<file path="config.mk">
export PLATFORM = sky130hd
export DESIGN_NAME = counter_sequencer_flat
export DESIGN_NICKNAME = d
export VERILOG_FILES = /design/src/rtl/counter_seq_pkg.sv /design/src/rtl/counter_sequencer_if.sv /design/src/rtl/dwell_timer.sv /design/src/rtl/counter_sequencer.sv /design/src/flat_wrapper.sv
export SDC_FILE = /design/constraint.sdc
export NUM_CORES = 1
export LEC_CHECK = 0
export CAP_MARGIN = 20
export CELL_PAD_IN_SITES_DETAIL_PLACEMENT = 1
export CELL_PAD_IN_SITES_GLOBAL_PLACEMENT = 1
export CORE_MARGIN = 10
export CORE_UTILIZATION = 44
export CTS_BUF_LIST = sky130_fd_sc_hd__clkbuf_16
export DETAILED_ROUTE_END_ITERATION = 8
export MAX_ROUTING_LAYER = met4
export PLACE_DENSITY_LB_ADDON = 0.1
export SLEW_MARGIN = 40
export SYNTH_ARGS = -nofsm -noshare
export SYNTH_HDL_FRONTEND = slang
export SYNTH_SLANG_ARGS = --single-unit
</file>
<file path="constraint.sdc">
create_clock -name clk -period 5.82 [get_ports clk]
set_input_delay 1.164 -clock clk [delete_from_list [all_inputs] [get_ports clk]]
set_output_delay 1.164 -clock clk [all_outputs]
set_load 0.03 [all_outputs]
</file>
<file path="src/rtl/counter_seq_pkg.sv">
// Shared types and defaults for the counter sequencer: FSM state encoding,
// the idle control code and the default parameter widths.
package counter_seq_pkg;

    typedef enum logic [1:0] {
        IDLE    = 2'd0,
        PHASE_A = 2'd1,
        PHASE_B = 2'd2,
        FINISH  = 2'd3
    } seq_state_t;

    localparam logic [1:0] CTRL_IDLE = 2'b00;

    localparam int DEFAULT_N  = 4;
    localparam int DEFAULT_DW = 8;
    localparam int DEFAULT_LW = 4;

endpackage

</file>
<file path="src/rtl/counter_sequencer_if.sv">
// Sequencer bus: configuration and request inputs, observed counter value,
// and the control/status outputs. The slave side is the sequencer itself.
interface counter_sequencer_if
    import counter_seq_pkg::*;
#(
    parameter int N  = DEFAULT_N,
    parameter int DW = DEFAULT_DW,
    parameter int LW = DEFAULT_LW
);

    logic          start;
    logic          stop;
    logic [1:0]    mode_a;
    logic [1:0]    mode_b;
    logic [DW-1:0] dwell_a;
    logic [DW-1:0] dwell_b;
    logic [LW-1:0] loops;
    logic          match_en;
    logic [N-1:0]  match_val;
    logic [N-1:0]  cnt_in;
    logic [1:0]    ctrl;
    logic          busy;
    logic          phase;
    logic          done;
    logic          aborted;

    modport master (
        output start, stop, mode_a, mode_b, dwell_a, dwell_b, loops,
               match_en, match_val, cnt_in,
        input  ctrl, busy, phase, done, aborted
    );

    modport slave (
        input  start, stop, mode_a, mode_b, dwell_a, dwell_b, loops,
               match_en, match_val, cnt_in,
        output ctrl, busy, phase, done, aborted
    );

endinterface

</file>
<file path="src/rtl/dwell_timer.sv">
// Loadable down-counter that times one phase. Loading value v makes expire
// rise after v further cycles, so a phase of length L is loaded with L-1.
// The count stops at zero instead of wrapping.
module dwell_timer #(
    parameter int DW = 8
) (
    input  logic          clk,
    input  logic          reset,
    input  logic          load,
    input  logic [DW-1:0] load_val,
    output logic          expire
);

    logic [DW-1:0] count;

    // Load has priority; otherwise count down and hold at zero.
    always_ff @(posedge clk) begin
        if (reset) begin
            count <= '0;
        end else if (load) begin
            count <= load_val;
        end else if (count != '0) begin
            count <= count - 1'b1;
        end
    end

    assign expire = (count == '0);

endmodule

</file>
<file path="src/rtl/counter_sequencer.sv">
// Counter sequencer: on start, latches a program and drives ctrl with mode_a
// for dwell_a cycles, then mode_b for dwell_b cycles, repeating for the
// programmed number of loops (forever when loops is zero). Stop aborts back
// to IDLE, a latched match on cnt_in finishes early. All outputs are
// registered and reflect the state entered on the same edge.
module counter_sequencer
    import counter_seq_pkg::*;
#(
    parameter int N  = DEFAULT_N,
    parameter int DW = DEFAULT_DW,
    parameter int LW = DEFAULT_LW
) (
    input logic                  clk,
    input logic                  reset,
    counter_sequencer_if.slave   bus
);

    generate
        if (N < 2) begin : g_bad_n
            $error("counter_sequencer: N must be at least 2");
        end
    endgenerate

    seq_state_t    state_q, state_d;

    logic [1:0]    mode_a_q, mode_b_q;
    logic [DW-1:0] dwell_a_q, dwell_b_q;
    logic [LW-1:0] loops_q;
    logic          match_en_q;
    logic [N-1:0]  match_val_q;
    logic          latch_cfg;

    logic [LW-1:0] loop_q, loop_d;
    logic [LW:0]   loop_inc;
    logic          last_loop;

    logic          timer_load;
    logic [DW-1:0] timer_val;
    logic          timer_expire;

    logic          match_hit;

    logic [1:0]    ctrl_q, ctrl_d;
    logic          busy_q, busy_d;
    logic          phase_q, phase_d;
    logic          done_q, done_d;
    logic          aborted_q, aborted_d;

    // A dwell of zero behaves like one, so the timer is loaded with max(d,1)-1.
    function automatic logic [DW-1:0] dwell_to_load(input logic [DW-1:0] d);
        return (d == '0) ? '0 : d - 1'b1;
    endfunction

    dwell_timer #(.DW(DW)) u_dwell_timer (
        .clk      (clk),
        .reset    (reset),
        .load     (timer_load),
        .load_val (timer_val),
        .expire   (timer_expire)
    );

    assign match_hit = match_en_q && (bus.cnt_in == match_val_q);
    assign loop_inc  = {1'b0, loop_q} + {{LW{1'b0}}, 1'b1};
    assign last_loop = (loops_q != '0) && (loop_inc == {1'b0, loops_q});

    // Next-state, timer/loop control and next registered outputs.
    always_comb begin
        state_d    = state_q;
        loop_d     = loop_q;
        latch_cfg  = 1'b0;
        timer_load = 1'b0;
        timer_val  = '0;
        aborted_d  = 1'b0;

        case (state_q)
            IDLE: begin
                if (bus.start && !bus.stop) begin
                    state_d    = PHASE_A;
                    latch_cfg  = 1'b1;
                    loop_d     = '0;
                    timer_load = 1'b1;
                    timer_val  = dwell_to_load(bus.dwell_a);
                end
            end
            PHASE_A: begin
                if (bus.stop) begin
                    state_d   = IDLE;
                    aborted_d = 1'b1;
                end else if (match_hit) begin
                    state_d = FINISH;
                end else if (timer_expire) begin
                    state_d    = PHASE_B;
                    timer_load = 1'b1;
                    timer_val  = dwell_to_load(dwell_b_q);
                end
            end
            PHASE_B: begin
                if (bus.stop) begin
                    state_d   = IDLE;
                    aborted_d = 1'b1;
                end else if (match_hit) begin
                    state_d = FINISH;
                end else if (timer_expire) begin
                    if (last_loop) begin
                        state_d = FINISH;
                    end else begin
                        state_d    = PHASE_A;
                        timer_load = 1'b1;
                        timer_val  = dwell_to_load(dwell_a_q);
                        if (loop_q != '1) begin
                            loop_d = loop_inc[LW-1:0];
                        end
                    end
                end
            end
            FINISH: begin
                state_d = IDLE;
            end
            default: begin
                state_d = IDLE;
            end
        endcase

        case (state_d)
            PHASE_A: ctrl_d = latch_cfg ? bus.mode_a : mode_a_q;
            PHASE_B: ctrl_d = mode_b_q;
            default: ctrl_d = CTRL_IDLE;
        endcase
        busy_d  = (state_d == PHASE_A) || (state_d == PHASE_B);
        phase_d = (state_d == PHASE_B);
        done_d  = (state_d == FINISH);
    end

    // State, loop counter and registered outputs.
    always_ff @(posedge clk) begin
        if (reset) begin
            state_q   <= IDLE;
            loop_q    <= '0;
            ctrl_q    <= CTRL_IDLE;
            busy_q    <= 1'b0;
            phase_q   <= 1'b0;
            done_q    <= 1'b0;
            aborted_q <= 1'b0;
        end else begin
            state_q   <= state_d;
            loop_q    <= loop_d;
            ctrl_q    <= ctrl_d;
            busy_q    <= busy_d;
            phase_q   <= phase_d;
            done_q    <= done_d;
            aborted_q <= aborted_d;
        end
    end

    // Program latch; only loaded on an accepted start, so it is frozen during a run.
    always_ff @(posedge clk) begin
        if (reset) begin
            mode_a_q    <= '0;
            mode_b_q    <= '0;
            dwell_a_q   <= '0;
            dwell_b_q   <= '0;
            loops_q     <= '0;
            match_en_q  <= 1'b0;
            match_val_q <= '0;
        end else if (latch_cfg) begin
            mode_a_q    <= bus.mode_a;
            mode_b_q    <= bus.mode_b;
            dwell_a_q   <= bus.dwell_a;
            dwell_b_q   <= bus.dwell_b;
            loops_q     <= bus.loops;
            match_en_q  <= bus.match_en;
            match_val_q <= bus.match_val;
        end
    end

    assign bus.ctrl    = ctrl_q;
    assign bus.busy    = busy_q;
    assign bus.phase   = phase_q;
    assign bus.done    = done_q;
    assign bus.aborted = aborted_q;

endmodule

</file>
<file path="src/flat_wrapper.sv">
// flat-port wrapper written by rule: the top's interface ports become plain ports
module counter_sequencer_flat import counter_seq_pkg::*;
#(
    parameter int N  = DEFAULT_N,
    parameter int DW = DEFAULT_DW,
    parameter int LW = DEFAULT_LW
)
  (clk, reset, bus_start, bus_stop, bus_mode_a, bus_mode_b, bus_dwell_a, bus_dwell_b, bus_loops, bus_match_en, bus_match_val, bus_cnt_in, bus_ctrl, bus_busy, bus_phase, bus_done, bus_aborted);
  counter_sequencer_if #(.N(N), .DW(DW), .LW(LW)) bus_i ();
  input logic clk;
  input logic reset;
  input wire logic [$bits(bus_i.start)-1:0] bus_start;
  input wire logic [$bits(bus_i.stop)-1:0] bus_stop;
  input wire logic [$bits(bus_i.mode_a)-1:0] bus_mode_a;
  input wire logic [$bits(bus_i.mode_b)-1:0] bus_mode_b;
  input wire logic [$bits(bus_i.dwell_a)-1:0] bus_dwell_a;
  input wire logic [$bits(bus_i.dwell_b)-1:0] bus_dwell_b;
  input wire logic [$bits(bus_i.loops)-1:0] bus_loops;
  input wire logic [$bits(bus_i.match_en)-1:0] bus_match_en;
  input wire logic [$bits(bus_i.match_val)-1:0] bus_match_val;
  input wire logic [$bits(bus_i.cnt_in)-1:0] bus_cnt_in;
  output wire logic [$bits(bus_i.ctrl)-1:0] bus_ctrl;
  output wire logic [$bits(bus_i.busy)-1:0] bus_busy;
  output wire logic [$bits(bus_i.phase)-1:0] bus_phase;
  output wire logic [$bits(bus_i.done)-1:0] bus_done;
  output wire logic [$bits(bus_i.aborted)-1:0] bus_aborted;
  assign bus_i.start = bus_start;
  assign bus_i.stop = bus_stop;
  assign bus_i.mode_a = bus_mode_a;
  assign bus_i.mode_b = bus_mode_b;
  assign bus_i.dwell_a = bus_dwell_a;
  assign bus_i.dwell_b = bus_dwell_b;
  assign bus_i.loops = bus_loops;
  assign bus_i.match_en = bus_match_en;
  assign bus_i.match_val = bus_match_val;
  assign bus_i.cnt_in = bus_cnt_in;
  assign bus_ctrl = bus_i.ctrl;
  assign bus_busy = bus_i.busy;
  assign bus_phase = bus_i.phase;
  assign bus_done = bus_i.done;
  assign bus_aborted = bus_i.aborted;
  counter_sequencer #(.N(N), .DW(DW), .LW(LW)) u_core (.clk(clk), .reset(reset), .bus(bus_i));
endmodule
</file>
==> flow_summary.toml <==
[run_status]
outcome = "finished clean"

[place]
gp_congestion = 0.859
placedCellCount = 494
post_dp_cell_area_um2 = 3530
port_buffers = 42
dp_hpwl_mm = 6.55

[sta]
fin_crit_sh_pct = 56.9
tightest_slew_ps = 672
rsz0062_at_grt = "no"
hold_violations = 0
fmax_ghz = 0.302
slew_violations = 0
tns_ps = 0
period_needed_ps = 3310
slew_headroom_pct = 55.1
finClkSkew_ps = 9.90
setup_viol = 0

[clock_network]
clk_latency_ps = 300
post_cts_resized = 0
clk_pin_slew_ps = 70
postCtsHoldBufs = 0
cts-root-buf = "clkbuf_16"
numCtsBuffers = 5
clock-sinks = 49
cts_tree = "done"
cts_setup_buffers = 0
ctsLongestPathBuffers = 2
htree_levels = 2

[global_routing]
grt_pass1_wl_mm = 14.9
grt_use_met2_pct = 29.7
use_met3_pct = 3.08
grt_remaining_overflow = 0
antenna_found_initial = 0
met1_usage_pct = 22.2
grt_pass1_vias = 3070
top_usage_layer = "met2"
grt_max_degree = 53
grt_util_all_layers_pct = 18.0

[detailed_routing]
num_vias = 2840
dr.pass1.iters = 4
drt_iter0_markers = 95
via_per_inst = 5.66
wire_per_inst_um = 17.5
drt_wl_total_mm = 8.77
drc = 0
ant_nets = 0

[critical_path]
path_class = "input port to flop"
worstSetupEndpointType = "flop"
critPathLaunch = "bus_stop"
critPathRequiredTime_ps = 5980
critical_path_peak_fanout = 29
cp.arrival_ps = 3470
r2r-start = "u_core.loop_q[0]"
startpoint_type = "input port"

[yosys]
syn_nets = 435
ys.flop_type = "dfxtp_1"
seq_area_frac_synth_pct = 32.2
synth_edf_count = 0
synth_seq_cells = 49
syn-cell-area_um2 = 3040
syn-instance-count = 384
synth.distinct_cells = 53
yosysWarningCount = 0
syn_area_per_cell_um2 = 7.92
async_reset_ff_share_pct = 0

[run]
drv_cap = 0

[cells_and_area]
drive_gt1_share_pct = 6.64
layout_common_cells = "nand2_1, dfxtp_1, a21oi_1, clkdlybuf4s50_1, nor2_1"
fin_area_um2 = 3690
nNetsFinal = 472
final_common_cell = "nand2_1"
area_delta_synth_final_pct = 21.2
n_antenna_cell = 0
layoutNonFillerInstCount = 502

[pwr]
p_leak_nw = 1.35
ir_drop_mv = 0.143
total_power_mw = 1.21
power.density_nw_per_um2 = 328

[die]
core_area_um2 = 6760
io-pin-count = 43
start_util_pct = 45.0
die_area_um2 = 10600
dieHeight_um = 103
die_w_um = 103
rows = 30

[worst_hold_path]
worst_hold_path_type = "flop to flop"
hp-start = "u_core.match_en_q"
==> Yosys cell counts, drive strengths merged, types with 2 or more instances <==
library cell	n	area, um^2
a2111oi	4	72.6
a211oi	8	103
a21o	2	15.0
a21oi	41	205
a22oi	3	22.5
a31o	3	26.3
a31oi	3	18.8
and2	3	18.8
buf	5	18.8
clkbuf	9	33.8
dfxtp	49	981
ha	14	175
inv	14	52.6
mux2	2	26.3
mux2i	8	80.1
nand2	79	299
nand2b	10	62.6
nand3	4	20.0
nand3b	2	15.0
nor2	31	133
nor2b	6	37.5
nor3	10	50.1
nor3b	4	30.0
nor4	5	31.3
o211ai	4	30.0
o21ai	7	46.3
o21bai	3	22.5
o22ai	9	56.3
o31ai	4	30.0
or3	2	12.5
xnor2	16	140
xor2	7	61.3
==> worst paths after layout <==
path	end	slack, ps	depth (start not counted)
setup / recovery	u_core.bus.ctrl[1]	2510	9
hold / removal	u_core.match_en_q	460	2
setup reg to reg	u_core.bus.ctrl[1]	3020	9
hold reg to reg	u_core.match_en_q	460	2
==> critical path, cell delays in order <==
cell	delay, ps
clkdlybuf4s50_1	580
nand2b_1	230
or2_1	370
buf_4	390
a31o_2	230
inv_1	60
ha_1	190
a22oi_1	160
nor3_1	70
==> report_power, final <==
part / switching, mW / internal, mW
registers: 0.0415 / 0.374
logic: 0.270 / 0.199
clock network: 0.126 / 0.200
==> area by class of cell <==
| type | instances | area [um^2] |
|---|---|---|
| clock buffers | 5 | 125 |
| clock inverters | 3 | 37.5 |
| flip-flops and latches | 49 | 981 |
| well taps | 80 | 100 |
| fillers | 846 | 3070 |
| multi-input cells | 307 | 1960 |
| repair buffers | 44 | 433 |
| inverters | 14 | 52.6 |
==> sequential cells by signal, indices dropped and copies added, names as in the netlist <==
register and count:
u_core.bus.ctrl 2, u_core.match_val_q 4, u_core.u_dwell_timer.count 8, u_core.loops_q 4, u_core.loop_q 4, u_core.dwell_b_q 8
u_core.mode_a_q 2, u_core.state_q 2, u_core.dwell_a_q 8, u_core.match_en_q 1, u_core.mode_b_q 2, u_core.bus.aborted 1
u_core.bus.done 1, u_core.bus.phase 1, u_core.bus.busy 1
==> metrics by stage <==
step / util [%] / setup slack [ps] / hold WS, ps
2_1_floorplan: - / 3000 / 437
6_report: 54.6 / 2510 / 458
3_5_place_dp: 52.2 / 2170 / 451
3_3_place_gp: 52.1 / 2260 / 443
5_1_grt: 54.6 / 2250 / 488
4_1_cts: 54.6 / 2470 / 460
==> kinds of logic after synthesis <==
family | count (synthesis) | share of synthesized area, %
buf+inv | 28 | 3.45
xor+xnor | 23 | 6.62
mux | 10 | 3.50
flops | 49 | 32.2
compound gates | 97 | 23.1
simple gates | 163 | 25.3
fa+ha+maj | 14 | 5.76
==> layer usage <==
| layer | up-vias | share of wire, % |
|---|---|---|
| li1 | 1418 | - |
| met1 | 1382 | 48 |
| met2 | 32 | 49 |
| met3 | 8 | 2.1 |
| met4 | 0 | 1.2 |
| met5 | - | 0 |
Power figures use the tool's default switching activity.
